<file path="src/rtl/uart_rx_byte.sv">
// 8N1 UART receiver: synchronises rx, samples each bit mid-period and hands bytes
// to the consumer through a one-entry valid/ready buffer with framing/overrun pulses.
module uart_rx_byte #(
  parameter int CLKS_PER_BIT = 10,
  parameter int DATA_BITS    = 8,
  parameter int SYNC_STAGES  = 2
) (
  input  logic                 clk,
  input  logic                 reset,
  input  logic                 rx,
  output logic [DATA_BITS-1:0] data_out,
  output logic                 data_valid,
  input  logic                 data_ready,
  output logic                 frame_err,
  output logic                 overrun,
  output logic                 busy
);

  localparam int CNT_W = $clog2(CLKS_PER_BIT);
  localparam int BIT_W = $clog2(DATA_BITS + 1);
  localparam logic [CNT_W-1:0] HALF_LAST = CNT_W'(CLKS_PER_BIT / 2 - 1);
  localparam logic [CNT_W-1:0] FULL_LAST = CNT_W'(CLKS_PER_BIT - 1);
  localparam logic [BIT_W-1:0] BIT_LAST  = BIT_W'(DATA_BITS - 1);

  typedef enum logic [2:0] {IDLE, START, DATA, STOP, BREAK} state_t;

  state_t                 state, state_nxt;
  logic [SYNC_STAGES-1:0] sync_q;
  logic                   rxs;
  logic [CNT_W-1:0]       clk_cnt, clk_cnt_nxt;
  logic [BIT_W-1:0]       bit_cnt, bit_cnt_nxt;
  logic [DATA_BITS-1:0]   shift_q;
  logic                   shift_en, deliver, ferr_set;

  // Synchroniser flops reset to 1 so an idle line is never mistaken for a start bit
  always_ff @(posedge clk or posedge reset) begin
    if (reset) sync_q <= '1;
    else       sync_q <= {sync_q[SYNC_STAGES-2:0], rx};
  end

  assign rxs = sync_q[SYNC_STAGES-1];

  always_ff @(posedge clk or posedge reset) begin
    if (reset) begin
      state   <= IDLE;
      clk_cnt <= '0;
      bit_cnt <= '0;
    end else begin
      state   <= state_nxt;
      clk_cnt <= clk_cnt_nxt;
      bit_cnt <= bit_cnt_nxt;
    end
  end

  always_comb begin
    state_nxt   = state;
    clk_cnt_nxt = clk_cnt + CNT_W'(1);
    bit_cnt_nxt = bit_cnt;
    shift_en    = 1'b0;
    deliver     = 1'b0;
    ferr_set    = 1'b0;
    case (state)
      IDLE: begin
        clk_cnt_nxt = '0;
        bit_cnt_nxt = '0;
        if (!rxs) state_nxt = START;
      end
      START: begin
        if (clk_cnt == HALF_LAST) begin
          clk_cnt_nxt = '0;
          state_nxt   = rxs ? IDLE : DATA;
        end
      end
      DATA: begin
        if (clk_cnt == FULL_LAST) begin
          clk_cnt_nxt = '0;
          shift_en    = 1'b1;
          bit_cnt_nxt = bit_cnt + BIT_W'(1);
          if (bit_cnt == BIT_LAST) state_nxt = STOP;
        end
      end
      STOP: begin
        if (clk_cnt == FULL_LAST) begin
          clk_cnt_nxt = '0;
          if (rxs) begin
            deliver   = 1'b1;
            state_nxt = IDLE;
          end else begin
            ferr_set  = 1'b1;
            state_nxt = BREAK;
          end
        end
      end
      BREAK: begin
        clk_cnt_nxt = '0;
        if (rxs) state_nxt = IDLE;
      end
      default: begin
        clk_cnt_nxt = '0;
        state_nxt   = IDLE;
      end
    endcase
  end

  // LSB arrives first, so shift in from the top
  always_ff @(posedge clk) begin
    if (shift_en) shift_q <= {rxs, shift_q[DATA_BITS-1:1]};
  end

  always_ff @(posedge clk or posedge reset) begin
    if (reset) begin
      data_out   <= '0;
      data_valid <= 1'b0;
      frame_err  <= 1'b0;
      overrun    <= 1'b0;
    end else begin
      frame_err <= ferr_set;
      overrun   <= 1'b0;
      if (deliver) begin
        if (!data_valid || data_ready) begin
          data_out   <= shift_q;
          data_valid <= 1'b1;
        end else begin
          overrun <= 1'b1;
        end
      end else if (data_valid && data_ready) begin
        data_valid <= 1'b0;
      end
    end
  end

  assign busy = (state != IDLE);

endmodule

</file>
<file path="config.mk">
export PLATFORM = sky130hd
export DESIGN_NAME = uart_rx_byte
export DESIGN_NICKNAME = d
export VERILOG_FILES = /design/src/rtl/uart_rx_byte.sv
export SDC_FILE = /design/constraint.sdc
export NUM_CORES = 1
export LEC_CHECK = 0
export CORE_MARGIN = 2
export CORE_UTILIZATION = 40
export CTS_CLUSTER_SIZE = 14
export DETAILED_ROUTE_END_ITERATION = 7
export GPL_TIMING_DRIVEN = 1
export SYNTH_ARGS = -nofsm -noshare
export SYNTH_HDL_FRONTEND = slang
export SYNTH_SLANG_ARGS = --single-unit
</file>
<file path="constraint.sdc">
create_clock -name clk -period 1.7 [get_ports clk]
set_clock_uncertainty 0.05 [all_clocks]
set_input_delay 0.34 -clock clk [delete_from_list [all_inputs] [get_ports clk]]
set_output_delay 0.34 -clock clk [all_outputs]
set_load 0.05 [all_outputs]
</file>
==> flow_metrics.tcl <==
set metrics [dict create \
    status "finished, final reports clean" \
    syn_nets 107 \
    grt_max_degree 25 \
    grt_pass1_wl_um 3788 \
    wl_per_cell_um 12.67 \
    r2r_start "clk_cnt[1]" \
    grt_pass1_vias 850 \
    fmax_mhz 595.8 \
    numPortBuffers 15 \
    p_per_area_mw_per_mm2 1595 \
    p_comb_frac 0.390 \
    die_width_um 61.88 \
    drive_gt1_frac 0.3876 \
    switching_share 0.3729 \
    avgSynthCellArea_um2 13.54 \
    finalSetupViolCount 0 \
    reg2reg_depth 6 \
    numCtsBuffers 5 \
    clk_pin_slew_worst_paths_ps 100 \
    r2r_slack_ps 110 \
    timing.final.crit_share 0.9873 \
    diodes 0 \
    synthToLayoutAreaGrowth_pct 24.18 \
    ant_nets 0 \
    cts_root_buf "clkbuf_4" \
    antenna_found_initial 0 \
    netlist_instances 99 \
    power.switching_mw 0.9895 \
    rsz0062_at_grt "true" \
    hpwl_um 1548 \
    grt_use_total 0.1429 \
    r2r-end "bit_cnt[0]" \
    ctsHoldBuffers 0 \
    clk_latency_ps 330 \
    regArea_um2 847.1 \
    worstSetupPathType "flop to output pin" \
    die_area_mm2 0.003829 \
    ys_seq_area_frac 0.6293 \
    avgViaCountPerCell 4.891 \
    fp.dieH_um 61.88 \
    cts.sinks 32 \
    endpoint_kind "output pin" \
    finalSetupTns_ps 0 \
    tightestPinTransition_ps 410.6 \
    htreeDepth 2 \
    relSlewSlack 0.7263 \
    timing.hold.ws_ps 296.2 \
    utilization 0.5067 \
    place_congestion 0.7676 \
    coreArea_mm2 0.003284 \
    ys_ff_latch 32 \
    vdd_drop_max_v 0.0005911 \
    nets 136 \
    crit_required_ps 1310 \
    synth_cell_types 36 \
    hold_path_class "input port to asynchronous set/reset pin" \
    slew_violations 0 \
    routed_wl_um 2218 \
    num-fill-cells 305 \
    critPathMaxFanout 2 \
    power.clock.fraction 0.210 \
    firstDrtPassIters 4 \
    drt-initial-drc-count 42 \
    gr-total-overflow 0 \
    io_pins 16 \
    rows 21 \
    internal_power_mw 1.664 \
    drc_errors 0 \
    worstSetupStartpointType "flop" \
    start_util 0.4080 \
    ys_warn_count 0 \
    synth_async_sr_flop_share 0.7500 \
    crit_arrival_ps 1290 \
    hold_viol 0 \
    fin_crit_ps 1678 \
    netlist_area_mm2 0.001340 \
    multi_input_area_um2 469.2 \
    clk_path_buf_depth 2 \
    num_vias 856 \
    cap_violations 0 \
    synthFlopType "dfrtp_1" \
    cts_tree "yes" \
    p_leak_nw 0.7594 \
    synth-edff-count 8 \
    final_common_cell "buf_4" \
    sequentialPowerShare 0.400 \
    final_cell_mix "buf_4, dfrtp_1, mux2_2, nor2_1, edfxtp_1" \
]
## layout make-up
type,instances,area share
inverter,6,0.01353
tap,46,0.03459
multi-input combinational,59,0.2820
clock buffer,6,0.02481
clock inverter,2,0.02105
sequential,32,0.5090
timing repair buffer,24,0.1150
## power groups by stage
stage                     Combinational (mW)  Clock [mW]  Sequential (mW)
after floorplan                        0.438           0             1.35
after global placement                 0.934           0             1.11
after detailed placement               0.943           0             1.12
after CTS                               1.04       0.584             1.06
after global routing                    1.13       0.610             1.09
final                                   1.03       0.558             1.06
## synthesized netlist by cell type, types with 2 or more instances
cell | instances | area (µm²)
a21oi_1 | 2 | 10.01
dfrtp_1 | 22 | 550.5
dfstp_2 | 2 | 52.55
edfxtp_1 | 8 | 240.2
ha_1 | 4 | 50.05
inv_1 | 6 | 22.52
mux2_2 | 9 | 101.4
nand2_1 | 2 | 7.510
nand3_1 | 6 | 30.03
nand3b_1 | 2 | 15.01
nor2_1 | 8 | 30.03
nor2b_1 | 2 | 12.51
o21ai_0 | 3 | 15.01
## sequential cells by signal, summed over array words and instances (netlist names)
name,count
shift_q,8
data_valid,1
clk_cnt,4
frame_err,1
sync_q,2
overrun,1
state,3
data_out,8
bit_cnt,4
## cell families (layout without fill, tap and decap cells)
kind of cell	count (synthesis)	count (layout)	synth area share
DFF	32	32	0.6293
and+or+nand+nor	31	31	0.1419
AOI/OAI and AO/OA	12	12	0.06630
muxes	10	10	0.08310
buffers and inverters	8	38	0.02894
adders and majority gates	4	4	0.03735
xor gates and xnor gates	2	2	0.01307
## through the flow
stage,std cells,instance area (µm²),setup slack [ps],total power [mW]
3_5_place_dp,164,1551,-46.82,2.062
2_1_floorplan,99,1345,75.05,1.789
3_3_place_gp,164,1551,-28.44,2.048
6_report,175,1664,21.64,2.654
4_1_cts,175,1663,1.959,2.691
5_1_grt,175,1664,-16.41,2.835
## worst max-delay path, stage by stage, from the launching register on
cell,delay (ps)
dfrtp_2,410
or3_4,390
buf_6,160
## worst max path at each step
stage / startpoint / end / slack, ps
finish: state[1] / busy / 20
global route: state[1] / busy / -20
CTS: state[1] / busy / 2
detailed placement: data_ready / data_out[2] / -50
global placement: data_ready / data_out[0] / -30
floorplan: clk_cnt[1] / shift_q[0] / 80
## timing repair
item,in CTS,in global routing
setup buffers,3,0
resized for setup,5,1
pin swaps,0,1
cloned,0,0
endpoints found under the hold margin,0,0
setup endpoints to repair,1,11
## routing by layer
metal  global-route usage  wire, µm  up-vias
li1                     -         -      412
met1               0.1894      1028      416
met2               0.2030      1021       20
met3              0.06211       120        8
met4              0.06383        48        0
met5                    0         0        -
No activity file was read; power rests on OpenSTA's default activity.
